==> config.mk <==
export PLATFORM = sky130hd
export DESIGN_NAME = slink_apb_tgt_flat
export DESIGN_NICKNAME = d
export VERILOG_FILES = /design/src/rtl/slink_apb_tgt_if.sv /design/src/rtl/slink_apb_tgt.sv /design/src/flat_wrapper.sv
export SDC_FILE = /design/constraint.sdc
export NUM_CORES = 1
export LEC_CHECK = 0
export CORE_MARGIN = 2
export CORE_UTILIZATION = 47
export DETAILED_ROUTE_END_ITERATION = 16
export PLACE_DENSITY = 0.87
export SYNTH_ARGS = -nofsm -noshare
export SYNTH_HDL_FRONTEND = slang
export SYNTH_SLANG_ARGS = --single-unit
==> constraint.sdc <==
create_clock -name apb_clk -period 15.74 [get_ports apb_clk]
set_clock_uncertainty 0.1 [all_clocks]
set_input_delay 4.722 -clock apb_clk [delete_from_list [all_inputs] [get_ports apb_clk]]
set_output_delay 4.722 -clock apb_clk [all_outputs]
set_load 0.05 [all_outputs]
==> src/rtl/slink_apb_tgt_if.sv <==
// APB completer-side bus bundle for slink_apb_tgt.
//   master : drives address/control/write data, samples read data and handshake
//   slave  : the target side (slink_apb_tgt), returns prdata/pready/pslverr
interface slink_apb_tgt_if;
  logic [31:0] apb_paddr;
  logic        apb_pwrite;
  logic        apb_psel;
  logic        apb_penable;
  logic [31:0] apb_pwdata;
  logic [31:0] apb_prdata;
  logic        apb_pready;
  logic        apb_pslverr;

  modport master (
    output apb_paddr, apb_pwrite, apb_psel, apb_penable, apb_pwdata,
    input  apb_prdata, apb_pready, apb_pslverr
  );

  modport slave (
    input  apb_paddr, apb_pwrite, apb_psel, apb_penable, apb_pwdata,
    output apb_prdata, apb_pready, apb_pslverr
  );
endinterface

==> src/rtl/slink_apb_tgt.sv <==
// APB target that tunnels each APB access over a packet link.
// An access is turned into one request packet (a2l_*), the block then waits for the matching
// response packet (l2a_*) and completes the APB transfer with its data/error, or with an error
// on timeout or when the link is disabled.
//
// Ports:
//   apb_clk, apb_reset   clock, asynchronous active-high reset
//   apb                  APB completer (paddr/pwrite/psel/penable/pwdata in, prdata/pready/pslverr out)
//   enable               asynchronous link enable, synchronized internally
//   a2l_data/valid/ready request packet out: [7:0] DT, [23:8] WC, [55:24] addr, [87:56] wdata
//   l2a_data/valid       response packet in: [7:0] DT, [55:24] rdata, [56] rd err, [24] wr err
//   l2a_accept           response consumed this cycle
//   invalid_resp_pkt     one-cycle pulse: unexpected DT while waiting
//   stale_resp_pkt       one-cycle pulse: response dropped while no request outstanding
//   timeout              one-cycle pulse: no response within TIMEOUT_CYCLES
module slink_apb_tgt #(
  parameter logic [7:0]  APB_READ_DT      = 8'h24,
  parameter logic [7:0]  APB_READ_RSP_DT  = 8'h25,
  parameter logic [7:0]  APB_WRITE_DT     = 8'h26,
  parameter logic [7:0]  APB_WRITE_RSP_DT = 8'h27,
  parameter int unsigned TIMEOUT_CYCLES   = 4096
) (
  input  logic                 apb_clk,
  input  logic                 apb_reset,
  slink_apb_tgt_if.slave       apb,
  input  logic                 enable,
  output logic [87:0]          a2l_data,
  output logic                 a2l_valid,
  input  logic                 a2l_ready,
  input  logic [56:0]          l2a_data,
  input  logic                 l2a_valid,
  output logic                 l2a_accept,
  output logic                 invalid_resp_pkt,
  output logic                 stale_resp_pkt,
  output logic                 timeout
);

  typedef enum logic [1:0] {StIdle, StSendReq, StWaitRsp, StComplete} state_e;

  state_e      state_q, state_d;
  logic [1:0]  en_sync_q;
  logic [87:0] pkt_q, pkt_d;
  logic        pwrite_q, pwrite_d;
  logic [31:0] cnt_q, cnt_d;
  logic [31:0] rdata_q, rdata_d;
  logic        slverr_q, slverr_d;
  logic        invalid_q, invalid_d;
  logic        stale_q, stale_d;
  logic        timeout_q, timeout_d;

  logic        enable_s;
  logic        access;
  logic [7:0]  rsp_dt_exp;
  logic        rsp_match;
  logic        timeout_hit;
  logic        unused_wc;

  assign enable_s    = en_sync_q[1];
  assign access      = apb.apb_psel & apb.apb_penable;
  assign rsp_dt_exp  = pwrite_q ? APB_WRITE_RSP_DT : APB_READ_RSP_DT;
  assign rsp_match   = l2a_valid && (l2a_data[7:0] == rsp_dt_exp);
  // cnt_q holds the number of WAIT cycles already spent, so this is the last allowed one
  assign timeout_hit = (TIMEOUT_CYCLES != 0) && (cnt_q == TIMEOUT_CYCLES - 1);
  // Response word count carries no information for this target
  assign unused_wc   = ^l2a_data[23:8];

  always_comb begin
    state_d    = state_q;
    pkt_d      = pkt_q;
    pwrite_d   = pwrite_q;
    cnt_d      = cnt_q;
    rdata_d    = rdata_q;
    slverr_d   = slverr_q;
    invalid_d  = 1'b0;
    stale_d    = 1'b0;
    timeout_d  = 1'b0;
    a2l_valid  = 1'b0;
    l2a_accept = 1'b0;

    unique case (state_q)
      StIdle: begin
        // Nothing outstanding: any response is a leftover and is drained
        l2a_accept = l2a_valid;
        stale_d    = l2a_valid;
        if (access) begin
          if (enable_s) begin
            pwrite_d = apb.apb_pwrite;
            cnt_d    = '0;
            pkt_d    = apb.apb_pwrite ?
                       {apb.apb_pwdata, apb.apb_paddr, 16'd8, APB_WRITE_DT} :
                       {32'h0, apb.apb_paddr, 16'd4, APB_READ_DT};
            state_d  = StSendReq;
          end else begin
            rdata_d  = '0;
            slverr_d = 1'b1;
            state_d  = StComplete;
          end
        end
      end
      StSendReq: begin
        a2l_valid  = 1'b1;
        l2a_accept = l2a_valid;
        stale_d    = l2a_valid;
        if (a2l_ready) state_d = StWaitRsp;
      end
      StWaitRsp: begin
        cnt_d      = cnt_q + 32'd1;
        l2a_accept = l2a_valid;
        if (rsp_match) begin
          // A matching response beats a timeout landing in the same cycle
          rdata_d  = pwrite_q ? 32'h0 : l2a_data[55:24];
          slverr_d = pwrite_q ? l2a_data[24] : l2a_data[56];
          state_d  = StComplete;
        end else begin
          invalid_d = l2a_valid;
          if (timeout_hit) begin
            rdata_d   = '0;
            slverr_d  = 1'b1;
            timeout_d = 1'b1;
            state_d   = StComplete;
          end
        end
      end
      StComplete: begin
        state_d = StIdle;
      end
      default: begin
        state_d = StIdle;
      end
    endcase
  end

  always_ff @(posedge apb_clk or posedge apb_reset) begin
    if (apb_reset) begin
      state_q   <= StIdle;
      en_sync_q <= 2'b00;
      pkt_q     <= '0;
      pwrite_q  <= 1'b0;
      cnt_q     <= '0;
      rdata_q   <= '0;
      slverr_q  <= 1'b0;
      invalid_q <= 1'b0;
      stale_q   <= 1'b0;
      timeout_q <= 1'b0;
    end else begin
      state_q   <= state_d;
      en_sync_q <= {en_sync_q[0], enable};
      pkt_q     <= pkt_d;
      pwrite_q  <= pwrite_d;
      cnt_q     <= cnt_d;
      rdata_q   <= rdata_d;
      slverr_q  <= slverr_d;
      invalid_q <= invalid_d;
      stale_q   <= stale_d;
      timeout_q <= timeout_d;
    end
  end

  assign a2l_data         = pkt_q;
  assign apb.apb_pready   = (state_q == StComplete);
  assign apb.apb_prdata   = apb.apb_pready ? rdata_q : 32'h0;
  assign apb.apb_pslverr  = apb.apb_pready & slverr_q;
  assign invalid_resp_pkt = invalid_q;
  assign stale_resp_pkt   = stale_q;
  assign timeout          = timeout_q;

endmodule

==> src/flat_wrapper.sv <==
// flat-port wrapper written by rule: the top's interface ports become plain ports
module slink_apb_tgt_flat 
#(
  parameter logic [7:0]  APB_READ_DT      = 8'h24,
  parameter logic [7:0]  APB_READ_RSP_DT  = 8'h25,
  parameter logic [7:0]  APB_WRITE_DT     = 8'h26,
  parameter logic [7:0]  APB_WRITE_RSP_DT = 8'h27,
  parameter int unsigned TIMEOUT_CYCLES   = 4096
)
  (apb_clk, apb_reset, enable, a2l_data, a2l_valid, a2l_ready, l2a_data, l2a_valid, l2a_accept, invalid_resp_pkt, stale_resp_pkt, timeout, apb_apb_paddr, apb_apb_pwrite, apb_apb_psel, apb_apb_penable, apb_apb_pwdata, apb_apb_prdata, apb_apb_pready, apb_apb_pslverr);
  slink_apb_tgt_if apb_i ();
  input  logic apb_clk;
  input  logic apb_reset;
  input  logic enable;
  output logic [87:0] a2l_data;
  output logic a2l_valid;
  input  logic a2l_ready;
  input  logic [56:0] l2a_data;
  input  logic l2a_valid;
  output logic l2a_accept;
  output logic invalid_resp_pkt;
  output logic stale_resp_pkt;
  output logic timeout;
  input wire logic [$bits(apb_i.apb_paddr)-1:0] apb_apb_paddr;
  input wire logic [$bits(apb_i.apb_pwrite)-1:0] apb_apb_pwrite;
  input wire logic [$bits(apb_i.apb_psel)-1:0] apb_apb_psel;
  input wire logic [$bits(apb_i.apb_penable)-1:0] apb_apb_penable;
  input wire logic [$bits(apb_i.apb_pwdata)-1:0] apb_apb_pwdata;
  output wire logic [$bits(apb_i.apb_prdata)-1:0] apb_apb_prdata;
  output wire logic [$bits(apb_i.apb_pready)-1:0] apb_apb_pready;
  output wire logic [$bits(apb_i.apb_pslverr)-1:0] apb_apb_pslverr;
  assign apb_i.apb_paddr = apb_apb_paddr;
  assign apb_i.apb_pwrite = apb_apb_pwrite;
  assign apb_i.apb_psel = apb_apb_psel;
  assign apb_i.apb_penable = apb_apb_penable;
  assign apb_i.apb_pwdata = apb_apb_pwdata;
  assign apb_apb_prdata = apb_i.apb_prdata;
  assign apb_apb_pready = apb_i.apb_pready;
  assign apb_apb_pslverr = apb_i.apb_pslverr;
  slink_apb_tgt #(.APB_READ_DT(APB_READ_DT), .APB_READ_RSP_DT(APB_READ_RSP_DT), .APB_WRITE_DT(APB_WRITE_DT), .APB_WRITE_RSP_DT(APB_WRITE_RSP_DT), .TIMEOUT_CYCLES(TIMEOUT_CYCLES)) u_core (.apb_clk(apb_clk), .apb_reset(apb_reset), .apb(apb_i), .enable(enable), .a2l_data(a2l_data), .a2l_valid(a2l_valid), .a2l_ready(a2l_ready), .l2a_data(l2a_data), .l2a_valid(l2a_valid), .l2a_accept(l2a_accept), .invalid_resp_pkt(invalid_resp_pkt), .stale_resp_pkt(stale_resp_pkt), .timeout(timeout));
endmodule
==> run metrics <==
outcome=complete, no violations; Cell variety after synth=43; max_cap viols=0; Synth Area in Compound Gates=0.0995; register area share after synthesis=0.563; Leak Pwr=3.96 nW; CP most frequent cell=clkdlybuf4s50_1; clock transition at the registers of the reported paths=50 ps; n_diodes=0; ANT nets after route=0; Final Hold Fails=0; port bufs=220; vias in the first global route=5143; Die Wd=between 100 and 150 um; Top Ports=about 260; syn avg cell area=between 10 and 15 um2; post-route cell area=around 0.0090 mm2; GRT overflow=0; initial detailed-routing violation count=a little under 400; CP peak stage delay=840 ps; sum of negative setup slack=0 ps; initial core utilization=0.485; row cnt=41; pin count of the biggest net entering global routing=around 110; crit path capture type=output port; Post-Synth Simple-Gate Area=0.173; normalized max-slew margin=0.108; H-tree depth=4; post-DP HPWL=about 11 mm; largest family of logic cells by synthesized area=simple AND/OR/NAND/NOR gates; reg2reg setup slack=12740 ps; post-layout min period=~11000 ps; register bit count reported by yosys=139; global-route wire length before repair=approximately 27 mm; XOR/XNOR Fraction of Synth Area=0.0369; Post-DP Area=0.00839 mm2; final wirelength=16.3 mm; Pwr per Cell Area=approximately 180 mW/mm2; Worst-Skew Late Latency=410 ps; Area growth syn-to-layout=45.3%; Design Power=around 1.6 mW; clk sinks=about 140; Post-Synth Adder-Cell Area=0.0101; CTS tree=done; synth warn=0; Post-synth EDFFs=0; crit path from=l2a_valid; layout cells sized above 1=0.0548; clock buffer depth=2; mapped cell area=approximately 0.0062 mm2; WL per Instance=17.0 um; CTS Buf Count=17; die height=around 120 um; vias=4987; GRT Util Overall=0.237; ys async rst share=1.00; Vias/cell=5.21; Layout Utilization=0.705; RSZ-0062 raised after global routing=no; WP data required=approximately 11000 ps; Fillers=between 800 and 900; die area=0.0141 mm2; r2r startpoint=u_core.state_q[0]; startpoint types=primary input; drt first pass iters=5; fin. max-slew vios=0; cell family with most CP delay=buffers and inverters; DRC Markers=0; Primary FF master, synth=dfrtp_1; Max VDD drop=between 0.1 and 0.15 mV; worst-margin pin slew=approximately 1300 ps; Root Buffer Master=clkbuf_16; Nets=906; HP Class=reg2reg; worst-path maximum fanout=5; initial antenna violation count=0; post-route clock period utilization=0.707; post-CTS resize count=0; Worst EP arrival=approximately 6300 ps; Core ar.=0.0127 mm2; Worst Path Buf+Inv=2; multiplexer area fraction after synthesis=0.0634; Mapped Cells=564; Max Freq=roughly 90 MHz; Critical Path Sink=l2a_accept; Crit. path cell count=3; worst reg2reg path depth=8; crit-path cells=clkdlybuf4s50_1 -> nor2b_1 -> clkdlybuf4s50_1; Reg-to-Reg End=u_core.cnt_q[31]; final setup violation count=0; Setup Crit Path Kind=in2out; cts hold-fix bufs=0; slowest CP cell=clkdlybuf4s50_1; Final GP Congestion=0.832; Setup Fix Bufs, Post-CTS=0
[stage by stage]
stage          hold WS (ps)  setup slack, ps  instances
6_report                315             4620        957
5_1_grt                 318             4580        957
4_1_cts                 312             4620        957
3_5_place_dp            299             4620        925
3_3_place_gp            298             4620        925
2_1_floorplan           231             5490        582
[cells in the mapped netlist (3+ instances only)]
library cell / number / area (um2)
nand3_1: 13 / 65.1
buf_2: 6 / 30.0
nand2_1: 83 / 312
nor2b_1: 4 / 25.0
a22o_1: 32 / 280
buf_4: 22 / 165
buf_6: 3 / 33.8
and3_1: 5 / 31.3
inv_1: 5 / 18.8
o21ai_1: 23 / 115
nor2_1: 31 / 116
mux2_1: 33 / 372
xor2_1: 17 / 149
and2_1: 36 / 225
or3_1: 4 / 25.0
buf_1: 4 / 15.0
ha_1: 5 / 62.6
clkbuf_1: 17 / 63.8
a21oi_1: 8 / 40.0
dfrtp_1: 139 / 3480
nand4_1: 12 / 75.1
nand2b_1: 3 / 18.8
xnor2_1: 9 / 78.8
o21ai_0: 19 / 95.1
nor4_1: 7 / 43.8
nor3_1: 4 / 20.0
[how the worst min path moves through the flow]
stage                   startpoint             endpoint  slack [ps]  cells past startpoint
2_1_floorplan  u_core.en_sync_q[0]  u_core.en_sync_q[1]         230                      0
3_3_place_gp   u_core.en_sync_q[0]  u_core.en_sync_q[1]         300                      0
3_5_place_dp   u_core.en_sync_q[0]  u_core.en_sync_q[1]         300                      0
4_1_cts        u_core.en_sync_q[0]  u_core.en_sync_q[1]         310                      0
5_1_grt        u_core.en_sync_q[0]  u_core.en_sync_q[1]         320                      0
6_report       u_core.en_sync_q[0]  u_core.en_sync_q[1]         310                      0
[kinds of logic (layout without fill, tap and decap cells)]
group	after synthesis	count (layout)
compound gates	89	89
xor+xnor	26	26
fa+ha+maj	5	5
buf+inv	57	260
flops	139	139
mux	35	35
other cells	1	19
simple gates	212	212
[flip-flops by register name (all words and copies together) (netlist names)]
signal / count
u_core.timeout: 1
u_core.a2l_data: 67
u_core.invalid_resp_pkt: 1
u_core.slverr_q: 1
u_core.cnt_q: 32
u_core.stale_resp_pkt: 1
u_core.en_sync_q: 2
u_core.state_q: 2
u_core.rdata_q: 32
[worst register-to-register path: cells and delay by family (launching register included)]
family                   cells  cell delay, ps
AO/OA/AOI/OAI                2             570
adder cells (fa/ha/maj)      1             380
buffers and inverters        2             560
flip-flops                   1             410
AND/OR/NAND/NOR              3             890
[per-layer routing]
metal  track usage  wire, um
met5             0         0
met4        0.0967       447
met3        0.0618       987
met2         0.413      8510
met1         0.278      6350
[cell type report]
cell class	count	area, um2	area share
multi-input cells	386	2450	0.273
flip-flops and latches	139	3480	0.388
repair buffers	223	2220	0.248
clock buffers	23	458	0.0511
well taps	172	215	0.0240
inverters	5	23.8	0.00265
clock inverters	9	120	0.0134
[power by group]
group	total [mW]	switching (mW)	internal [mW]
clock network	0.392	0.141	0.252
logic	0.675	0.453	0.222
registers	0.508	0.0610	0.447
[placed cells by master, fill, tap and decap left out, drive strengths merged, types with 14 or more instances in the layout]
cell type / n
nand4: 14
a22o: 32
xor2: 17
clkdlybuf4s50: 220
clkbuf: 23
and2: 36
dfrtp: 139
nand2: 84
nor2: 31
conb: 19
o21ai: 42
mux2: 33
Power figures use the tool's default switching activity.
